[config.mk]
export PLATFORM = sky130hd
export DESIGN_NAME = menu_panel_draw
export DESIGN_NICKNAME = d
export VERILOG_FILES = /design/src/rtl/menu_panel_draw.sv
export SDC_FILE = /design/constraint.sdc
export NUM_CORES = 1
export LEC_CHECK = 0
export CORE_MARGIN = 3
export CORE_UTILIZATION = 49
export CTS_CLUSTER_SIZE = 12
export DETAILED_ROUTE_END_ITERATION = 10
export GPL_ROUTABILITY_DRIVEN = 1
export PLACE_DENSITY = 0.84
export SYNTH_ARGS = -nofsm -noshare
export SYNTH_HDL_FRONTEND = slang
export SYNTH_SLANG_ARGS = --single-unit
[constraint.sdc]
create_clock -name clk -period 4.2 [get_ports clk]
set_input_delay 0.63 -clock clk [delete_from_list [all_inputs] [get_ports clk]]
set_output_delay 0.63 -clock clk [all_outputs]
set_load 0.1 [all_outputs]
[src/rtl/menu_panel_draw.sv]
// Menu overlay: border, background and N_ITEMS boxes with a blinking cursor, a confirm
// flash and a one-cycle choice pulse. Pixel and timing outputs lag their inputs by 1 clk.
module menu_panel_draw #(
  parameter int          H_SIZE       = 1024,
  parameter int          V_SIZE       = 768,
  parameter int          BORDER_W     = 3,
  parameter logic [11:0] BORDER_COLOR = 12'hF00,
  parameter logic [11:0] BG_COLOR     = 12'h888,
  parameter int          N_ITEMS      = 4,
  parameter int          ITEM_X       = 384,
  parameter int          ITEM_Y0      = 200,
  parameter int          ITEM_W       = 256,
  parameter int          ITEM_H       = 64,
  parameter int          ITEM_GAP     = 32,
  parameter logic [11:0] ITEM_COLOR   = 12'h444,
  parameter logic [11:0] SEL_COLOR    = 12'hFF0,
  parameter logic [11:0] CONF_COLOR   = 12'h0F0,
  parameter int          BLINK_FRAMES = 30,
  parameter int          FLASH_FRAMES = 20
) (
  input  logic                       clk,
  input  logic                       rst,
  input  logic [10:0]                hcount_in,
  input  logic [9:0]                 vcount_in,
  input  logic                       hsync_in,
  input  logic                       vsync_in,
  input  logic                       hblnk_in,
  input  logic                       vblnk_in,
  input  logic                       btn_up,
  input  logic                       btn_down,
  input  logic                       btn_sel,
  output logic [10:0]                hcount_out,
  output logic [9:0]                 vcount_out,
  output logic                       hsync_out,
  output logic                       vsync_out,
  output logic                       hblnk_out,
  output logic                       vblnk_out,
  output logic [11:0]                rgb_out,
  output logic [$clog2(N_ITEMS)-1:0] sel_index,
  output logic                       choice_valid,
  output logic [$clog2(N_ITEMS)-1:0] choice_index
);
  localparam int SW = $clog2(N_ITEMS);
  localparam int BW = $clog2(BLINK_FRAMES + 1);
  localparam int FW = $clog2(FLASH_FRAMES + 1);
  localparam int PITCH = ITEM_H + ITEM_GAP;
  localparam logic [SW-1:0] LAST = SW'(N_ITEMS - 1);
  localparam logic [31:0] X_LO = 32'(ITEM_X);
  localparam logic [31:0] X_HI = 32'(ITEM_X + ITEM_W - 1);
  localparam logic [31:0] B_LO = 32'(BORDER_W);
  localparam logic [31:0] B_RH = 32'(H_SIZE - BORDER_W);
  localparam logic [31:0] B_RV = 32'(V_SIZE - BORDER_W);

  typedef enum logic {NAV = 1'b0, FLASH = 1'b1} state_t;

  state_t        state_q, state_d;
  logic [SW-1:0] sel_q, sel_d, disp_sel_q, disp_sel_d, choice_idx_q, choice_idx_d;
  logic          choice_vld_q, choice_vld_d;
  logic [BW-1:0] blink_cnt_q, blink_cnt_d;
  logic          blink_on_q, blink_on_d;
  logic [FW-1:0] flash_cnt_q, flash_cnt_d;
  logic [10:0]   hcount_q;
  logic [9:0]    vcount_q;
  logic          hsync_q, vsync_q, hblnk_q, vblnk_q;
  logic [11:0]   rgb_q, rgb_d;
  logic          frame_tick, flash_done, in_border, in_box, in_sel_box;
  logic [31:0]   hx, vy, top;

  // vblnk_q is both the delayed vblnk_out and the history bit for the frame edge
  assign frame_tick = vblnk_in & ~vblnk_q;
  assign flash_done = (state_q == FLASH) && frame_tick && (flash_cnt_q == FW'(FLASH_FRAMES - 1));

  always_ff @(posedge clk) begin
    if (rst) begin
      state_q      <= NAV;
      sel_q        <= '0;
      disp_sel_q   <= '0;
      choice_idx_q <= '0;
      choice_vld_q <= 1'b0;
      blink_cnt_q  <= '0;
      blink_on_q   <= 1'b1;
      flash_cnt_q  <= '0;
      hcount_q     <= '0;
      vcount_q     <= '0;
      hsync_q      <= 1'b0;
      vsync_q      <= 1'b0;
      hblnk_q      <= 1'b0;
      vblnk_q      <= 1'b0;
      rgb_q        <= '0;
    end else begin
      state_q      <= state_d;
      sel_q        <= sel_d;
      disp_sel_q   <= disp_sel_d;
      choice_idx_q <= choice_idx_d;
      choice_vld_q <= choice_vld_d;
      blink_cnt_q  <= blink_cnt_d;
      blink_on_q   <= blink_on_d;
      flash_cnt_q  <= flash_cnt_d;
      hcount_q     <= hcount_in;
      vcount_q     <= vcount_in;
      hsync_q      <= hsync_in;
      vsync_q      <= vsync_in;
      hblnk_q      <= hblnk_in;
      vblnk_q      <= vblnk_in;
      rgb_q        <= rgb_d;
    end
  end

  always_comb begin
    state_d = state_q;
    case (state_q)
      NAV:     if (btn_sel) state_d = FLASH;
      FLASH:   if (flash_done) state_d = NAV;
      default: state_d = NAV;
    endcase
  end

  always_comb begin
    sel_d        = sel_q;
    choice_idx_d = choice_idx_q;
    choice_vld_d = 1'b0;
    blink_cnt_d  = blink_cnt_q;
    blink_on_d   = blink_on_q;
    flash_cnt_d  = flash_cnt_q;
    disp_sel_d   = frame_tick ? sel_q : disp_sel_q;
    if (state_q == NAV) begin
      if (btn_sel) begin
        choice_idx_d = sel_q;
        flash_cnt_d  = '0;
      end else if (btn_up && !btn_down) begin
        sel_d = (sel_q == '0) ? LAST : sel_q - SW'(1);
      end else if (btn_down && !btn_up) begin
        sel_d = (sel_q == LAST) ? '0 : sel_q + SW'(1);
      end
      if (frame_tick) begin
        if (blink_cnt_q == BW'(BLINK_FRAMES - 1)) begin
          blink_cnt_d = '0;
          blink_on_d  = ~blink_on_q;
        end else begin
          blink_cnt_d = blink_cnt_q + BW'(1);
        end
      end
    end else begin
      // Held at the NAV entry values so the cursor reappears lit after a flash
      blink_cnt_d = '0;
      blink_on_d  = 1'b1;
      if (flash_done) begin
        choice_vld_d = 1'b1;
        flash_cnt_d  = '0;
      end else if (frame_tick) begin
        flash_cnt_d = flash_cnt_q + FW'(1);
      end
    end
  end

  always_comb begin
    hx         = {21'd0, hcount_in};
    vy         = {22'd0, vcount_in};
    top        = '0;
    in_box     = 1'b0;
    in_sel_box = 1'b0;
    in_border  = (vy < B_LO) || (vy >= B_RV) || (hx < B_LO) || (hx >= B_RH);
    for (int k = 0; k < N_ITEMS; k++) begin
      top = 32'(ITEM_Y0 + k * PITCH);
      if (hx >= X_LO && hx <= X_HI && vy >= top && vy < top + 32'(ITEM_H)) begin
        in_box = 1'b1;
        if (SW'(k) == disp_sel_q) in_sel_box = 1'b1;
      end
    end
    if (hblnk_in || vblnk_in)   rgb_d = 12'h000;
    else if (in_border)         rgb_d = BORDER_COLOR;
    else if (in_sel_box)        rgb_d = (state_q == FLASH) ? CONF_COLOR :
                                        (blink_on_q ? SEL_COLOR : ITEM_COLOR);
    else if (in_box)            rgb_d = ITEM_COLOR;
    else                        rgb_d = BG_COLOR;
  end

  assign hcount_out   = hcount_q;
  assign vcount_out   = vcount_q;
  assign hsync_out    = hsync_q;
  assign vsync_out    = vsync_q;
  assign hblnk_out    = hblnk_q;
  assign vblnk_out    = vblnk_q;
  assign rgb_out      = rgb_q;
  assign sel_index    = sel_q;
  assign choice_valid = choice_vld_q;
  assign choice_index = choice_idx_q;
endmodule

Yosys cells after proc, flatten, opt, wreduce, memory -nomap -nowiden
Index checks and enable logic that the tools add are counted.

word-level totals
  register bits after elaboration = 56
  input bits = 30
  output and inout bits = 42
  word-level logic and storage cells = 107

cells by class
  add/subtract/negate cells = 4
  bitwise gates (word level) = 5
  multiplexer cells = 30
  magnitude comparators = 14
  equal/unequal tests = 7
  reductions and logical operators = 31

operator list
  kind                  number
  $mux 12               5
  $ge 10x9->1 const B   3
  $lt 10x9->1 const B   3
  $mux 5                5
  $mux 1                15
  $logic_and 1x1->1     13
  $ge 11x10->1 const B  1
  $ge 11x9->1 const B   1
  $le 11x10->1 const B  1
  $lt 11x2->1 const B   1
  $add 5x1->5 const B   2
  $eq 5x5->1 const B    2
  $ge 10x10->1 const B  1
  $ge 10x8->1 const B   1
  $lt 10x10->1 const B  1
  $lt 10x2->1 const B   1
  $mux 2                4
  $reduce_and 2->1      3
  $reduce_or 2->1       3
  $eq 2x2->1 const A    2
  $logic_not 2->1       2
  $logic_or 1x1->1      4
  $not 1->1             4
  $reduce_bool 2->1     2
  other kinds (10)      11

Longest topological paths before layout
  depth after elaboration = 13
  depth in mapped cells = 6
  mapped depth without buffers = 6

Least setup slack after synthesis
No wires, ideal clock.

  path kind = reg2reg
  start point = reg vblnk_q, in the netlist vblnk_out
  end point = reg blink_cnt_q[1]
  library setup time = 0.086 ns
  path slack = 2.120 ns
  arrival = 1.994 ns
  cell stages (with the launch flop) = 7
  data required time = 4.114 ns
  buffers on the path = 1
  clock period less this slack = 2.080 ns
  path through = dfxtp_1 > nor2b_1 > clkbuf_1 > nand3_1 > nor2_1 > or3_1 > a211oi_1

between the ends
  cells in the longest elaborated chain, start to end = 2

RTL lines
  element                 RTL line  text
  start, declared         64        logic hsync_q, vsync_q, hblnk_q, vblnk_q;
  start signal, assigned  104       vblnk_q <= vblnk_in;
  $not 1->1               70        assign frame_tick = vblnk_in & ~vblnk_q;
  $and 1x1->1             70
  end signal, assigned    96        blink_cnt_q <= blink_cnt_d;
  end, declared           59        logic [BW-1:0] blink_cnt_q, blink_cnt_d;

Every way passes these cells.
A chain may end at the register's enable or synchronous reset.

Worst setup path after layout
  start point = reg sel_q[0], in the netlist sel_index[0]
  end point = out sel_index[0]

RTL lines
  element                 RTL line  text
  start, declared         57        logic [SW-1:0] sel_q, sel_d, disp_sel_q, disp_sel_d, choice_idx_q, choice_idx_d;
  start signal, assigned  92        sel_q <= sel_d;
  end, declared           39        output logic [$clog2(N_ITEMS)-1:0] sel_index,

No word-level cell between the ends.

==> reports/qor.csv <==
metric;value;unit
clock-pin slew on the worst setup and hold paths;0.08;ns
capture point of the worst reg-to-reg path;rgb_out[2]$_SDFF_PP0_;
Row Count;23;
Least-Margin Pin Slew;0.9879;ns
Post-CTS Hold Buffers;0;
Longest Clk Path Bufs;2;
H-tree levels;2;
routed vias/inst;5.148;
endpoint class of the critical path;primary output;
Routed Antenna Nets;0;
worst flop-to-flop path startpoint;disp_sel_q[1]$_SDFFE_PP0P_;
floorplan die width;72.45;um
latest clock arrival within the worst-skew pair;0.30;ns
number of diodes added for antenna fixing;0;
HP Start;choice_index[0]$_SDFFE_PP0P_;
Min-Delay Path Depth;2;
clock net sink count;52;
violation count after the first detailed-routing iteration;70;
kind of launch point of the worst setup path;flip-flop;
Worst path max stage delay;1.18;ns
placed cell area;2863;um2
proportion of register bits with asynchronous set or reset after synthesis;0;%
CTS tree;done;
final critical-path share of the clock period;61.12;%
most frequently used flop master after synthesis;sky130_fd_sc_hd__dfxtp_1;
clock period minus worst slack;2.567;ns
worst slew slack as a fraction of its limit;33.93;%
setup tns final;0;ns
total number of nets in the final design;330;
Clk Tree Root Cell;sky130_fd_sc_hd__clkbuf_8;
maximum vdd ir drop;0.2036;mV
setup violation total in the final timing report;0;
number of setup buffers added after CTS;0;
GPL Wtd Cong;0.8181;
detailed-placement wirelength estimate;3.555;mm
hold violation count in the final report;0;
total CTS buffers;5;
die height;72.45;um
worst slack on hold paths;0.5062;ns
mean instance size in the synthesized netlist;9.447;um2
capture endpoint of the worst hold path;choice_index[0]$_SDFFE_PP0P_;
fraction of final layout cells with drive strength greater than 1;4.762;%
Syn Inst Count;229;
max_cap viols;0;
Post-synth EDFFs;0;
synthesized flop and latch total;52;
overall die area;5248;um2
number of gates given a new drive strength after cts;0;
wire length of the first global-routing pass;7.769;mm
proportion of synthesized chip area in sequential cells;48.12;%
residual DRC count;0;
RSZ-0062 raised after global routing;no;
Port Buffer Count;69;
vias in the first global route;1685;
number of antenna violations at the first check in global routing;0;
sum of routed wire length over all layers;4.618;mm
synth-to-layout area growth;36.09;%
Worst R2R Path Depth;5;
GRT Util Overall;18.62;%
count of synthesis-stage warnings from yosys;0;
Congestion Overflow GR;0;
wire length per cell;13.42;um
run status;finished, final reports clean;
worst-path cell with the longest stage delay;sky130_fd_sc_hd__clkdlybuf4s50_1;
cell family with most CP delay;buffers and inverters;
Pleak;1.108;nW
Required @ worst endpoint;3.57;ns
Worst R2R Setup Slack;2.31;ns
final setup skew;0.007392;ns
count of cell types in the netlist;49;
largest net degree at the start of global routing;38;
count of vias placed by the detailed router;1771;
post-synth design cell area;2163;um2
Critical path buffers and inverters;1;
starting density of the core;52.57;%
CP cell instances;clkdlybuf4s50_1;
io pins;72;
post-route design area;2944;um2
core footprint;4115;um2
power density over cell area;359.1;nW/um2
Arr. time, crit path;1.94;ns
max-slew violation count;0;
kind of critical path;reg2out;
maximum fanout encountered on the critical timing path;7;
drt pass-1 iters;4;
upper clock frequency limit;0.3895;GHz
filler instances;324;
Min-Delay Path Class;reg2reg;
==> tightest hold or removal path, cell delays in order, from the launching register on <==
cell                      delay, ns
sky130_fd_sc_hd__dfxtp_1       0.34
sky130_fd_sc_hd__mux2i_1       0.07
sky130_fd_sc_hd__nor2_1        0.07
==> synthesized netlist by cell type (2+ instances only) <==
| cell type | number | area share, % |
|---|---|---|
| sky130_fd_sc_hd__inv_1 | 7 | 1.2 |
| sky130_fd_sc_hd__clkbuf_1 | 8 | 1.4 |
| sky130_fd_sc_hd__a21o_1 | 3 | 1.0 |
| sky130_fd_sc_hd__nand3_1 | 2 | 0.46 |
| sky130_fd_sc_hd__o21ai_0 | 2 | 0.46 |
| sky130_fd_sc_hd__nor4_1 | 5 | 1.4 |
| sky130_fd_sc_hd__nand4_1 | 7 | 2.0 |
| sky130_fd_sc_hd__ha_1 | 6 | 3.5 |
| sky130_fd_sc_hd__nor2_1 | 28 | 4.9 |
| sky130_fd_sc_hd__o31ai_1 | 3 | 1.0 |
| sky130_fd_sc_hd__dfxtp_1 | 52 | 48 |
| sky130_fd_sc_hd__buf_4 | 4 | 1.4 |
| sky130_fd_sc_hd__mux2i_1 | 5 | 2.3 |
| sky130_fd_sc_hd__xnor2_1 | 3 | 1.2 |
| sky130_fd_sc_hd__or3_1 | 4 | 1.2 |
| sky130_fd_sc_hd__xor2_1 | 8 | 3.2 |
| sky130_fd_sc_hd__nand2_1 | 13 | 2.3 |
| sky130_fd_sc_hd__nor3_1 | 3 | 0.69 |
| sky130_fd_sc_hd__a21oi_1 | 5 | 1.2 |
| sky130_fd_sc_hd__a31oi_1 | 2 | 0.58 |
| sky130_fd_sc_hd__nand3b_1 | 3 | 1.0 |
| sky130_fd_sc_hd__a211oi_1 | 2 | 0.69 |
| sky130_fd_sc_hd__nor2b_1 | 25 | 7.2 |
| sky130_fd_sc_hd__nor4b_1 | 2 | 0.81 |
| sky130_fd_sc_hd__nand2b_1 | 3 | 0.87 |
==> layout make-up <==
| class | count | area, um2 | area share [%] |
|---|---|---|---|
| flip-flops and latches | 52 | 1041 | 35.36 |
| repair buffers | 70 | 698.2 | 23.71 |
| clock buffers | 5 | 68.82 | 2.337 |
| well taps | 50 | 62.56 | 2.125 |
| inverters | 7 | 26.28 | 0.8925 |
| clock inverters | 2 | 12.51 | 0.4250 |
| multi-input cells | 158 | 1035 | 35.15 |
==> cell usage in the layout, fill, tap and decap left out, drive strengths merged, types with 3 or more instances in the layout <==
cell type and instances:
a21oi 5, inv 7, clkbuf 5, nor2b 25, clkdlybuf4s50 69, nor3 4, o31ai 3, nand2 13
o21ai 3, ha 6, xor2 8, nand3b 3, nor4 5, nand4 7, nor4b 3, dfxtp 52
mux2i 5, nor2 28, nand2b 3, or3 4, a21o 3, xnor2 3
==> registers in the layout, summed over array words and instances (netlist names), 2 cells and up <==
signal,count
choice_index,2
sel_index,2
blink_cnt_q,5
hcount_out,11
rgb_out,8
disp_sel_q,2
vcount_out,10
flash_cnt_q,5
==> stage by stage <==
stage / util [%] / cells / total power, mW / setup WS, ns
2_1_floorplan: - / 230 / 0.7264 / 2.120
3_3_place_gp: 69.57 / 337 / 0.8006 / 1.463
3_5_place_dp: 69.57 / 337 / 0.8034 / 1.436
4_1_cts: 71.54 / 344 / 1.068 / 1.608
5_1_grt: 71.54 / 344 / 1.100 / 1.571
6_report: 71.54 / 344 / 1.057 / 1.633
==> how the worst max path moves through the flow <==
stage / from / to / slack (ns) / cells after the start
global route: sel_index[1]$_SDFFE_PP0P_ / sel_index[1] / 1.57 / 1
global placement: vcount_in[6] / rgb_out[2]$_SDFF_PP0_ / 1.46 / 6
floorplan: vblnk_out$_SDFF_PP0_ / blink_cnt_q[1]$_SDFFE_PP0P_ / 2.12 / 6
CTS: sel_index[0]$_SDFFE_PP0P_ / sel_index[0] / 1.61 / 1
finish: sel_index[0]$_SDFFE_PP0P_ / sel_index[0] / 1.63 / 1
detailed placement: vcount_in[8] / rgb_out[2]$_SDFF_PP0_ / 1.44 / 6
==> power breakdown <==
group          leakage (nW)  switching (mW)  internal (mW)  total, mW
Combinational         0.640           0.185         0.0802      0.265
Sequential            0.428          0.0127          0.513      0.526
Clock                0.0400           0.153          0.113      0.266
==> cells by family (layout without fill, tap and decap cells) <==
family	Yosys count	after routing	synth area share, %
other	1	2	0.1733
multiplexers	5	5	2.314
XOR/XNOR	11	11	4.454
adder cells (fa/ha/maj)	6	6	3.470
buffers and inverters	20	84	4.222
AND/OR/NAND/NOR	107	107	28.11
AO/OA/AOI/OAI	27	27	9.138
flip-flops	52	52	48.12
==> routing by layer <==
metal / vias up / part of all wire [%] / global-route usage (%)
met5: - / 0 / 0
met4: 0 / 1.5 / 7.582
met3: 5 / 6.7 / 4.017
met2: 59 / 49 / 31.04
met1: 789 / 43 / 23.36
li1: 918 / - / -
Power figures use the tool's default switching activity.
